## src/rtl/i2s_tx_if.sv

```systemverilog
// Sample handshake between the last filter stage and the I2S transmitter.
// The filter stage drives a stereo pair plus valid. The transmitter answers
// with ready while its single-entry holding register is empty.
interface i2s_tx_if;
   logic [15:0] left_in;
   logic [15:0] right_in;
   logic        sample_valid;
   logic        sample_ready;

   modport master (
      output left_in,
      output right_in,
      output sample_valid,
      input  sample_ready
   );

   modport slave (
      input  left_in,
      input  right_in,
      input  sample_valid,
      output sample_ready
   );
endinterface

```

## src/rtl/i2s_tx.sv

```systemverilog
// Philips-I2S transmitter, bus master. BCLK is divided down from clk. Each
// frame carries one signed 16-bit stereo pair, MSB first, one BCLK after the
// LRCLK edge, and the rest of each slot is zero padding. If no new pair is
// waiting when a frame loads, silence is sent and underrun pulses for one clk.
module i2s_tx #(
   parameter int CLK_DIV = 4,
   parameter int SLOT_W  = 32
) (
   input  logic     clk,
   input  logic     reset_n,
   i2s_tx_if.slave  samples,
   output logic     bclk,
   output logic     lrclk,
   output logic     sdata,
   output logic     underrun
);

   localparam int DIV_W = (CLK_DIV > 1) ? $clog2(CLK_DIV) : 1;
   localparam int B_W   = $clog2(2 * SLOT_W);

   localparam logic [DIV_W-1:0] DIV_LAST = DIV_W'(CLK_DIV - 1);
   localparam logic [B_W-1:0]   B_LAST   = B_W'(2 * SLOT_W - 1);
   localparam logic [B_W-1:0]   LR_FIRST = B_W'(SLOT_W - 1);
   localparam logic [B_W-1:0]   LR_LAST  = B_W'(2 * SLOT_W - 2);
   localparam logic [B_W-1:0]   L_LAST   = B_W'(15);
   localparam logic [B_W-1:0]   R_FIRST  = B_W'(SLOT_W);
   localparam logic [B_W-1:0]   R_LAST   = B_W'(SLOT_W + 15);

   logic [DIV_W-1:0] div_cnt;
   logic [B_W-1:0]   b;
   logic [B_W-1:0]   b_next;
   logic             tick;
   logic             fall_evt;
   logic             load;
   logic             accept;
   logic             pending;
   logic [15:0]      hold_l;
   logic [15:0]      hold_r;
   logic [15:0]      frame_l;
   logic [15:0]      frame_r;
   logic             lrclk_next;
   logic             sdata_next;
   logic [3:0]       l_idx;
   logic [3:0]       r_idx;

   assign samples.sample_ready = ~pending;

   // Event decode: BCLK toggles at divider terminal count, a toggle from high
   // is a falling event, and the falling event that wraps the bit position to
   // the last slot position is where the next frame is loaded.
   always_comb begin
      tick     = (div_cnt == DIV_LAST);
      fall_evt = tick && bclk;
      b_next   = (b == B_LAST) ? '0 : b + B_W'(1);
      load     = fall_evt && (b_next == B_LAST);
      accept   = samples.sample_valid && !pending;
   end

   // Next serial bit and word select for the upcoming bit position. The frame
   // registers are still the old frame here, which matters when the right
   // LSB sits on the load position (SLOT_W of 16).
   always_comb begin
      l_idx      = ~4'(b_next);
      r_idx      = ~4'(b_next - R_FIRST);
      lrclk_next = (b_next >= LR_FIRST) && (b_next <= LR_LAST);
      sdata_next = 1'b0;
      if (b_next <= L_LAST) begin
         sdata_next = frame_l[l_idx];
      end else if ((b_next >= R_FIRST) && (b_next <= R_LAST)) begin
         sdata_next = frame_r[r_idx];
      end
   end

   // Clock divider generating BCLK.
   always_ff @(posedge clk or negedge reset_n) begin
      if (!reset_n) begin
         div_cnt <= '0;
         bclk    <= 1'b0;
      end else if (tick) begin
         div_cnt <= '0;
         bclk    <= ~bclk;
      end else begin
         div_cnt <= div_cnt + DIV_W'(1);
      end
   end

   // Bit position and serial outputs advance only on BCLK falling events so
   // the DAC sees stable data around every rising edge.
   always_ff @(posedge clk or negedge reset_n) begin
      if (!reset_n) begin
         b     <= B_LAST;
         lrclk <= 1'b0;
         sdata <= 1'b0;
      end else if (fall_evt) begin
         b     <= b_next;
         lrclk <= lrclk_next;
         sdata <= sdata_next;
      end
   end

   // Single-entry holding register; a load with an empty holder leaves it
   // free so a pair accepted in that same cycle is kept for the next frame.
   always_ff @(posedge clk or negedge reset_n) begin
      if (!reset_n) begin
         pending <= 1'b0;
         hold_l  <= '0;
         hold_r  <= '0;
      end else begin
         if (accept) begin
            hold_l <= samples.left_in;
            hold_r <= samples.right_in;
         end
         if (load && pending) begin
            pending <= 1'b0;
         end else if (accept) begin
            pending <= 1'b1;
         end
      end
   end

   // Frame load: take the waiting pair, or fall back to silence and flag it.
   // A stale pair is never replayed.
   always_ff @(posedge clk or negedge reset_n) begin
      if (!reset_n) begin
         frame_l  <= '0;
         frame_r  <= '0;
         underrun <= 1'b0;
      end else begin
         underrun <= load && !pending;
         if (load) begin
            frame_l <= pending ? hold_l : 16'h0000;
            frame_r <= pending ? hold_r : 16'h0000;
         end
      end
   end

endmodule

```

## src/flat_wrapper.sv

```systemverilog
// flat-port wrapper written by rule: the top's interface ports become plain ports
module i2s_tx_flat 
#(
   parameter int CLK_DIV = 4,
   parameter int SLOT_W  = 32
)
  (clk, reset_n, bclk, lrclk, sdata, underrun, samples_left_in, samples_right_in, samples_sample_valid, samples_sample_ready);
  i2s_tx_if samples_i ();
  input  logic clk;
  input  logic reset_n;
  output logic bclk;
  output logic lrclk;
  output logic sdata;
  output logic underrun;
  input wire logic [$bits(samples_i.left_in)-1:0] samples_left_in;
  input wire logic [$bits(samples_i.right_in)-1:0] samples_right_in;
  input wire logic [$bits(samples_i.sample_valid)-1:0] samples_sample_valid;
  output wire logic [$bits(samples_i.sample_ready)-1:0] samples_sample_ready;
  assign samples_i.left_in = samples_left_in;
  assign samples_i.right_in = samples_right_in;
  assign samples_i.sample_valid = samples_sample_valid;
  assign samples_sample_ready = samples_i.sample_ready;
  i2s_tx #(.CLK_DIV(CLK_DIV), .SLOT_W(SLOT_W)) u_core (.clk(clk), .reset_n(reset_n), .samples(samples_i), .bclk(bclk), .lrclk(lrclk), .sdata(sdata), .underrun(underrun));
endmodule
```

## config.mk

```make
export PLATFORM = sky130hd
export DESIGN_NAME = i2s_tx_flat
export DESIGN_NICKNAME = d
export VERILOG_FILES = /design/src/rtl/i2s_tx_if.sv /design/src/rtl/i2s_tx.sv /design/src/flat_wrapper.sv
export SDC_FILE = /design/constraint.sdc
export NUM_CORES = 1
export LEC_CHECK = 0
export ABC_AREA = 1
export CAP_MARGIN = 10
export CORE_MARGIN = 2
export CORE_UTILIZATION = 56
export DETAILED_ROUTE_END_ITERATION = 16
export HOLD_SLACK_MARGIN = 0.02
export PLACE_DENSITY = 0.9
export SLEW_MARGIN = 25
export SYNTH_ARGS = -nofsm -noshare
export SYNTH_HDL_FRONTEND = slang
export SYNTH_SLANG_ARGS = --single-unit
```

## constraint.sdc

```tcl
create_clock -name clk -period 2.6 [get_ports clk]
set_input_delay 0.52 -clock clk [delete_from_list [all_inputs] [get_ports clk]]
set_output_delay 0.52 -clock clk [all_outputs]
set_load 0.03 [all_outputs]
```

==> results by group <==
Run status
  • Outcome: finished clean

Power and ir drop
  • Worst vdd ir: ~0.00044 V
  • Switch share: 0.2428
  • Combinational Power Share: 0.110
  • Clock share of power: 0.386
  • Sequential power share: 0.504
  • Switching power total: 695.3 uW
  • Pwr dens: roughly 700 nW/um^2
  • Int Power: 2168 uW
  • Total power draw: 2863 uW
  • Leak pwr: 0.001983 uW

Timing
  • Slew HR: 0.5720
  • Final Critical Period: ~2300 ps
  • Worst Max-Slew Pin Slew: 637.4 ps
  • Final hold violations: 0
  • Final Max Tran Viols: 0
  • Endpoints failing setup: 0
  • Fmax achieved: about 430 MHz
  • Fin Hold WS: 176.0 ps
  • TNS Setup: 0 ps
  • Final Cycle Share: 0.8969
  • RSZ-0062 raised after global routing: no
  • Skew final: approximately 8.7 ps

Clock tree
  • H-tree levels: 3
  • Num CTS Buffers: 9
  • Clock insertion delay at the later pin of the skew report: approximately 360 ps
  • Worst-case clock buffer depth: 2
  • Clock transition at path regs: 80 ps
  • Clock Sink Count: 77
  • CTS tree: yes
  • Clk root buf: clkbuf_8

Cells and area
  • # diodes: 0
  • NumNets Final: 488
  • Final core occ: 0.6978
  • Layout area overhead: 19.53%
  • Non-Filler Instances: 530
  • Most frequent cells in the layout: 150 x nand2_1, 71 x dfrtp_1, 53 x nand3_1
  • Most common cell after layout, fill and taps aside: nand2_1
  • Layout cell share with drive strength beyond 1: 0.09670

Drt
  • Vias per cell: about 5.3
  • DR iter-0 viols: around 170
  • TritonRoute pass-1 iters: 4
  • Drt total wl: 7011 um
  • Per-cell routed wire length: between 10 and 15 um
  • # DRC: 0
  • Via count: 2,810
  • Remaining antenna violation count: 0

Worst setup path
  • R2R Path End: u_core.sdata
  • Reg2reg setup slack: between 200 and 300 ps
  • Worst r2r src: u_core.b[0]
  • Crit end category: register
  • Crit Path Class: reg2reg
  • Worst-path fanout max: 16
  • Crit path from: u_core.b[0]
  • Crit path DAT: 2580 ps
  • Critical path endpoint: u_core.sdata
  • CP Launch Type: register
  • WP data required: 2850 ps
  • Cell count of the worst reg-to-reg path: 11

Synth
  • Seq/Total Area, Yosys: 0.5531
  • Syn nets: around 450
  • Cells after Synth: 415
  • Synthesized area: around 3500 um^2
  • Synth area leader: dfrtp_1
  • Top cell type's share of synthesized area: 0.5081
  • Synthesized area per cell: between 8 and 9 um^2
  • FF+latch count, synth: 77
  • Netlist cell types: 28
  • Synth top area cells: dfrtp_1 51%, nand2_1 16%, nand3_1 7.6%
  • Syn. warnings: 0

Die
  • Initial core utilization: 0.5838
  • Die Wd: ~83 um
  • Area of the die: about 6900 um^2
  • I/O pins: 40
  • Die height: 83.03 um
  • Core area: 5991 um^2
  • Core Rows: 28

Global routing
  • Vias in the first global route: 2,600
  • Most used routing layer: met2
  • Met1 Use GR: 0.2955
  • Met3 usage: 0.04871
  • Initial antenna violation count: 0
  • Grt total ovfl: 0
  • First-pass GRT wire length: 12,210 um
  • Met2 Use GR: 0.3482
  • Total track usage: 0.2176
  • Largest net degree at the start of global routing: between 50 and 60

Place
  • RD Place Congestion: 0.8924
  • Dpl hpwl: 4652 um
  • IO Port Bufs: 39
  • Placed Cells: 514

Hold path
  • Worst hold path type: in2async

Job
  • Maxcap violations: 0
## worst min path at each step
stage,slack [ps],end,depth (start not counted),startpoint
after detailed placement,430,u_core.div_cnt[0],1,u_core.div_cnt[0]
after global placement,410,u_core.div_cnt[0],1,u_core.div_cnt[0]
after floorplan,220,u_core.bclk,0,reset_n
after global routing,230,u_core.pending,1,reset_n
final,180,u_core.hold_r[14],1,reset_n
after CTS,190,u_core.pending,1,reset_n
## stage by stage
step           area (um^2)  setup WS (ps)
3_5_place_dp          3929          192.1
6_report              4180          268.1
4_1_cts               4178          143.2
5_1_grt               4180          92.42
3_3_place_gp          3929          353.4
2_1_floorplan         3497          607.8
## routing by layer
metal / wire, um / part of all wire
met4: 126 / 0.018
met3: 257 / 0.037
met5: 0 / 0
met2: 3428 / 0.49
met1: 3199 / 0.46
## power groups by stage
stage | clock network (uW) | logic, uW | registers [uW]
after detailed placement | 0 | 317 | 1460
after CTS | 1120 | 322 | 1440
after global routing | 1170 | 365 | 1460
after global placement | 0 | 301 | 1460
after floorplan | 0 | 194 | 1440
final | 1110 | 315 | 1440
## area by class of cell
type                            instances  area (um^2)
Sequential cell                        77         1934
Tap cell                               75        93.84
Multi-Input combinational cell        280         1323
Clock inverter                          5        107.6
Inverter                               38        145.1
Clock buffer                           11        141.4
Fill cell                             444         1810
Timing Repair Buffer                   44        435.4
## kinds of logic (layout without fill, tap and decap cells)
family | after synthesis | after routing | share of synthesized area
buffers and inverters | 58 | 98 | 0.06869
DFF | 77 | 77 | 0.5531
AOI/OAI and AO/OA | 52 | 52 | 0.09052
xor gates and xnor gates | 2 | 2 | 0.005010
adders and majority gates | 3 | 3 | 0.01073
and+or+nand+nor | 223 | 223 | 0.2719
## cells in the mapped netlist
cell        n
inv_1      37
o21ai_2     4
o21ai_1    17
nor2_1     10
nand4_1     2
nand3_1    53
nand2_2     3
dfrtp_1    71
xnor2_1     1
o22ai_2     3
buf_2       6
buf_1       2
dfstp_2     6
a21oi_1     2
clkbuf_1    9
buf_6       1
nand2_4     1
nand2_1   150
o21bai_1    1
nor2_4      2
nand3_2     2
inv_2       1
o21ai_0    23
buf_4       2
ha_1        3
o21bai_4    1
xor2_1      1
a21boi_0    1
## critical path: stages, from the launching register on
cell and delay [ps]:
dfstp_2 590, inv_1 230, ha_1 590, inv_1 230, nand3_1 130, nand3_1 80, nand2_1 90, inv_1 40
nand2_1 70, nand2_1 50, nand3_1 60, nand2_1 50
## timing repair
action                     CTS  global route
resized for setup            0             2
setup endpoints to repair    0            11
hold buffers                 0             0
buffers inserted             0             0
## flip-flops by register name (all words and copies together), names as in the netlist
signal / flops
u_core.bclk: 1
u_core.frame_l: 16
u_core.hold_l: 16
u_core.pending: 1
u_core.underrun: 1
u_core.div_cnt: 2
u_core.hold_r: 16
u_core.b: 6
u_core.sdata: 1
u_core.lrclk: 1
u_core.frame_r: 16
Note: power is estimated with default switching activity, not from simulation.
